[config.mk]
export PLATFORM = sky130hd
export DESIGN_NAME = branch_redirect_unit
export DESIGN_NICKNAME = d
export VERILOG_FILES = /design/src/rtl/branch_redirect_unit.sv
export SDC_FILE = /design/constraint.sdc
export NUM_CORES = 1
export LEC_CHECK = 0
export BUFFER_PORTS_ARGS = -buffer_cell sky130_fd_sc_hd__buf_4
export CAP_MARGIN = 20
export CORE_MARGIN = 2
export CORE_UTILIZATION = 25
export CTS_CLUSTER_DIAMETER = 60
export DETAILED_ROUTE_END_ITERATION = 6
export HOLD_SLACK_MARGIN = 0.08
export SYNTH_ARGS = -nofsm -noshare
export SYNTH_HDL_FRONTEND = slang
export SYNTH_SLANG_ARGS = --single-unit
[constraint.sdc]
create_clock -name Clock -period 5.9 [get_ports Clock]
set_input_delay 0.295 -clock Clock [delete_from_list [all_inputs] [get_ports Clock]]
set_output_delay 0.295 -clock Clock [all_outputs]
set_load 0.02 [all_outputs]
[src/rtl/branch_redirect_unit.sv]
`default_nettype none
// ============================================================================
// Module   : branch_redirect_unit
// Purpose  : Computes the EX-stage branch/jump destination, writes it into the
//            downstream destination-address register (D + ClockEnable), then
//            holds a redirect request to fetch until it is accepted and
//            flushes the younger stages for a fixed number of Tick cycles.
// Revision : 1.0  initial release
// ============================================================================
module branch_redirect_unit #(
  parameter int NrOfBits    = 32,
  parameter int FlushCycles = 2
) (
  input  logic                Clock,
  input  logic                Reset,
  input  logic                Tick,
  input  logic                ex_valid,
  input  logic [1:0]          ex_kind,
  input  logic                ex_taken,
  input  logic [NrOfBits-1:0] ex_pc,
  input  logic [15:0]         ex_imm,
  input  logic [25:0]         ex_jidx,
  input  logic [NrOfBits-1:0] ex_rs,
  input  logic                redir_ready,
  output logic [NrOfBits-1:0] bda_d,
  output logic                bda_we,
  output logic                redir_valid,
  output logic                flush,
  output logic                stall_ex,
  output logic [15:0]         redir_count
);

  // FSM encoding
  localparam logic [1:0] S_IDLE  = 2'd0;
  localparam logic [1:0] S_PEND  = 2'd1;
  localparam logic [1:0] S_FLUSH = 2'd2;

  localparam logic [1:0] K_BRANCH = 2'b01;
  localparam logic [1:0] K_J      = 2'b10;
  localparam logic [1:0] K_JR     = 2'b11;

  // Counter preload: flush stays up for FlushCycles Tick edges, the last one
  // being the edge on which the counter reads zero.
  localparam logic [3:0] FLUSH_LOAD = 4'(FlushCycles - 1);

  logic [1:0]          state_q, state_d;
  logic [NrOfBits-1:0] bda_addr_q, bda_addr_d;
  logic                bda_we_q, bda_we_d;
  logic                redir_valid_q, redir_valid_d;
  logic                flush_q, flush_d;
  logic [3:0]          flush_cnt_q, flush_cnt_d;
  logic [15:0]         redir_count_q, redir_count_d;

  logic [NrOfBits-1:0] pc4;
  logic [NrOfBits-1:0] br_target;
  logic [NrOfBits-1:0] j_target;
  logic [NrOfBits-1:0] jr_target;
  logic [NrOfBits-1:0] target;
  logic                need;

  // --------------------------------------------------------------------------
  // Destination address arithmetic (all modulo 2^NrOfBits)
  // --------------------------------------------------------------------------
  assign pc4       = ex_pc + NrOfBits'(4);
  assign br_target = pc4 + {{(NrOfBits-18){ex_imm[15]}}, ex_imm, 2'b00};
  assign jr_target = ex_rs & {{(NrOfBits-2){1'b1}}, 2'b00};

  // J keeps the region bits of pc4 above bit 27; none exist at 28 bits.
  generate
    if (NrOfBits > 28) begin : g_j_wide
      assign j_target = {pc4[NrOfBits-1:28], ex_jidx, 2'b00};
    end else begin : g_j_narrow
      assign j_target = {ex_jidx, 2'b00};
    end
  endgenerate

  // Select the destination for the current control-flow kind
  always_comb begin
    target = br_target;
    case (ex_kind)
      K_J:     target = j_target;
      K_JR:    target = jr_target;
      default: target = br_target;
    endcase
  end

  assign need = ex_valid &
                ((ex_kind == K_J) | (ex_kind == K_JR) |
                 ((ex_kind == K_BRANCH) & ex_taken));

  // --------------------------------------------------------------------------
  // State and registered outputs
  // --------------------------------------------------------------------------
  always_ff @(posedge Clock) begin
    if (Reset) begin
      state_q       <= S_IDLE;
      bda_addr_q    <= '0;
      bda_we_q      <= 1'b0;
      redir_valid_q <= 1'b0;
      flush_q       <= 1'b0;
      flush_cnt_q   <= 4'd0;
      redir_count_q <= 16'd0;
    end else begin
      state_q       <= state_d;
      bda_addr_q    <= bda_addr_d;
      bda_we_q      <= bda_we_d;
      redir_valid_q <= redir_valid_d;
      flush_q       <= flush_d;
      flush_cnt_q   <= flush_cnt_d;
      redir_count_q <= redir_count_d;
    end
  end

  // Next-state: every transition is qualified by Tick
  always_comb begin
    state_d = state_q;
    if (Tick) begin
      case (state_q)
        S_IDLE:  if (need) state_d = S_PEND;
        S_PEND:  if (redir_ready) state_d = S_FLUSH;
        S_FLUSH: if (flush_cnt_q == 4'd0) state_d = S_IDLE;
        default: state_d = S_IDLE;
      endcase
    end
  end

  // Next values of the registered outputs; everything holds while Tick=0
  always_comb begin
    bda_addr_d    = bda_addr_q;
    bda_we_d      = bda_we_q;
    redir_valid_d = redir_valid_q;
    flush_d       = flush_q;
    flush_cnt_d   = flush_cnt_q;
    redir_count_d = redir_count_q;
    if (Tick) begin
      case (state_q)
        S_IDLE: begin
          bda_we_d = 1'b0;
          if (need) begin
            bda_addr_d    = target;
            bda_we_d      = 1'b1;
            redir_valid_d = 1'b1;
          end
        end
        S_PEND: begin
          // Write enable lasts exactly one Tick edge; the register downstream
          // gates it with Tick too, so exactly one capture happens.
          bda_we_d = 1'b0;
          if (redir_ready) begin
            redir_valid_d = 1'b0;
            flush_d       = 1'b1;
            flush_cnt_d   = FLUSH_LOAD;
            if (redir_count_q != 16'hFFFF) begin
              redir_count_d = redir_count_q + 16'd1;
            end
          end
        end
        S_FLUSH: begin
          if (flush_cnt_q == 4'd0) begin
            flush_d = 1'b0;
          end else begin
            flush_cnt_d = flush_cnt_q - 4'd1;
          end
        end
        default: begin
          bda_we_d      = 1'b0;
          redir_valid_d = 1'b0;
          flush_d       = 1'b0;
          flush_cnt_d   = 4'd0;
        end
      endcase
    end
  end

  assign bda_d       = bda_addr_q;
  assign bda_we      = bda_we_q;
  assign redir_valid = redir_valid_q;
  assign flush       = flush_q;
  assign redir_count = redir_count_q;
  assign stall_ex    = (state_q == S_PEND);

endmodule
`default_nettype wire

==> flow_metrics.tcl <==
set metrics [dict create \
    status "completed" \
    cts_hold_buf 0 \
    met2_wirelength_um 7080 \
    area_growth_syn_to_layout_pct 35.6 \
    fin_crit_sh 0.637 \
    synth-edff-count 0 \
    post_cts_resized 0 \
    synthTopCellsByArea "dfxtp_1 23%, ha_1 9.8%, a21oi_1 6.3%" \
    cp-start-kind "primary input" \
    synth-seq-cells 57 \
    hold_violations 0 \
    gr-total-overflow 0 \
    finalWirelength_um 16000 \
    cts.clk_slew.worst_paths_ps 60 \
    tightest_slew_ps 719 \
    synthCells 647 \
    numCtsBuffers 9 \
    hp-class "primary input to flip-flop" \
    slew_headroom 0.520 \
    num-nets-final 951 \
    cp_max_fo 7 \
    synthDistinctLibCells 58 \
    path_class "primary input to flip-flop" \
    num_vias 5131 \
    place_area_um2 6460 \
    tns_ps 0 \
    yosysTopAreaCellShare 0.229 \
    cts_buffer_depth 2 \
    gp_congestion 0.868 \
    fin_area_um2 6770 \
    grt_pass1_vias 4877 \
    yosysSeqAreaShare 0.229 \
    insertion_delay_ps 330 \
    port_buffers 163 \
    diodes 0 \
    grt_max_degree 67 \
    layout_commonest_cell "buf_4" \
    synth_flop_cell "dfxtp_1" \
    die_y_um 145 \
    vdd_ir_drop_max_uv 128 \
    viasPerCell 4.81 \
    grt_usage 0.149 \
    post_cts.repair.setup_buffers 0 \
    first_pass_iters 5 \
    yosysWarnings 0 \
    wl_met1_um 7890 \
    wl_per_cell_um 15.0 \
    drive_gt1_frac 0.248 \
    grt_pass1_wl_um 25400 \
    cts_tree "done" \
    clock-sinks 57 \
    leakagePower_nw 2.93 \
    die-area_um2 21100 \
    avgSynthCellArea_um2 7.71 \
    io_pins 166 \
    first_iter_violations 225 \
    seqCellArea_um2 1140 \
    fmax_mhz 266 \
    multi_input_area_um2 3680 \
    netlist_area_um2 4990 \
    start_util 0.256 \
    yosys.area.top_type "dfxtp_1" \
    fin_skew_ps 6.53 \
    rows 51 \
    fin_crit_ps 3760 \
    cts-root-buf "clkbuf_16" \
    core_area_um2 19500 \
    cp.arrival_ps 3980 \
    drc_errors 0 \
    maxSlewViolCount 0 \
    layout_common_cells "165 x buf_4, 72 x nand2_1, 63 x a21oi_1, 57 x dfxtp_1, 54 x nor2_1" \
    end_kind "flip-flop" \
    required_ps 6120 \
    power.density_nw_per_um2 203 \
    rsz0062_at_grt "false" \
    synth_nets 801 \
    setup_violations 0 \
    cap_violations 0 \
    antenna_left 0 \
    chipWidth_um 145 \
    antenna_found_initial 0 \
    async_flop_share 0 \
    met3RoutedLength_um 861 \
    dpl.hpwl_um 12700 \
    htree_levels 3 \
    top_layer "met4" \
    nFillCells 2109 \
]
Yosys cell counts, drive strengths merged, types with 9 or more instances:
cell    number
inv         18
o21ai       32
and3        13
nor3        12
o211ai      17
mux2         9
nand2       72
a31oi       10
nor2        54
a21oi       63
dfxtp       57
nand4       16
xnor2       35
a211oi      11
a21o        12
mux2i       23
ha          39
clkbuf      24
xor2        31
nand3       22
state kept, by name, summed over array words and instances (netlist names):
| name | flops |
|---|---|
| bda_d | 32 |
| bda_we | 1 |
| flush | 1 |
| flush_cnt_q | 4 |
| redir_count | 16 |
| redir_valid | 1 |
| state_q | 2 |
final cells by class:
| class | count | area share |
|---|---|---|
| inverters | 18 | 0.00998 |
| clock buffers | 9 | 0.0333 |
| multi-input cells | 546 | 0.544 |
| flip-flops and latches | 57 | 0.169 |
| well taps | 265 | 0.0490 |
| repair buffers | 165 | 0.183 |
| clock inverters | 7 | 0.0118 |
worst max-delay path, cell delays in order:
cell and delay [ps]:
buf_4 100, ha_1 170, nand3_1 110, nor2_1 400, nand4_1 220, or2_2 340, xnor2_1 130, ha_1 340
o2111a_1 160, a32o_1 230, a211o_1 340, a311oi_1 450, o311ai_0 250, a21o_1 230, xnor2_1 130, a21oi_1 70
per-layer routing:
layer  global-route usage  vias to the layer above
li1                     -                     2667
met1                0.209                     2316
met2                0.238                      133
met3               0.0230                       15
met4               0.0392                        0
met5                    0                        -
worst paths after layout:
kind	start	endpoint	slack, ps	depth (start not counted)
worst max-delay path	ex_pc[2]	bda_d[30]	2140	16
worst min-delay path	ex_pc[1]	bda_d[1]	250	3
worst max register to register	state_q[1]	redir_count[13]	3490	9
worst min register to register	bda_d[24]	bda_d[24]	460	2
logic make-up after synthesis:
logic type / count (synthesis) / synth area share
compound gates: 173 / 0.218
xor+xnor: 66 / 0.116
fa+ha+maj: 40 / 0.102
buf+inv: 44 / 0.0331
flops: 57 / 0.229
mux: 32 / 0.0672
simple gates: 235 / 0.236
report_power, final:
part	total (W)	switching, W	internal [W]	leakage (nW)
clock network	0.000529	0.000199	0.000330	0.142
logic	0.000432	0.000240	0.000192	2.33
registers	0.000413	0.0000101	0.000402	0.463
total	0.00137	0.000449	0.000924	2.93
stage by stage:
stage               instances  utilization  setup WS (ps)  hold WS (ps)  total power (W)
floorplan                 647            -           2470           459         0.000683
global placement         1051        0.331           1860           444         0.000853
detailed placement       1051        0.331           1810           451         0.000855
CTS                      1067        0.347           2150           240          0.00139
global route             1067        0.347           1900           258          0.00145
finish                   1067        0.347           2140           247          0.00137
No activity file was read; power rests on OpenSTA's default activity.
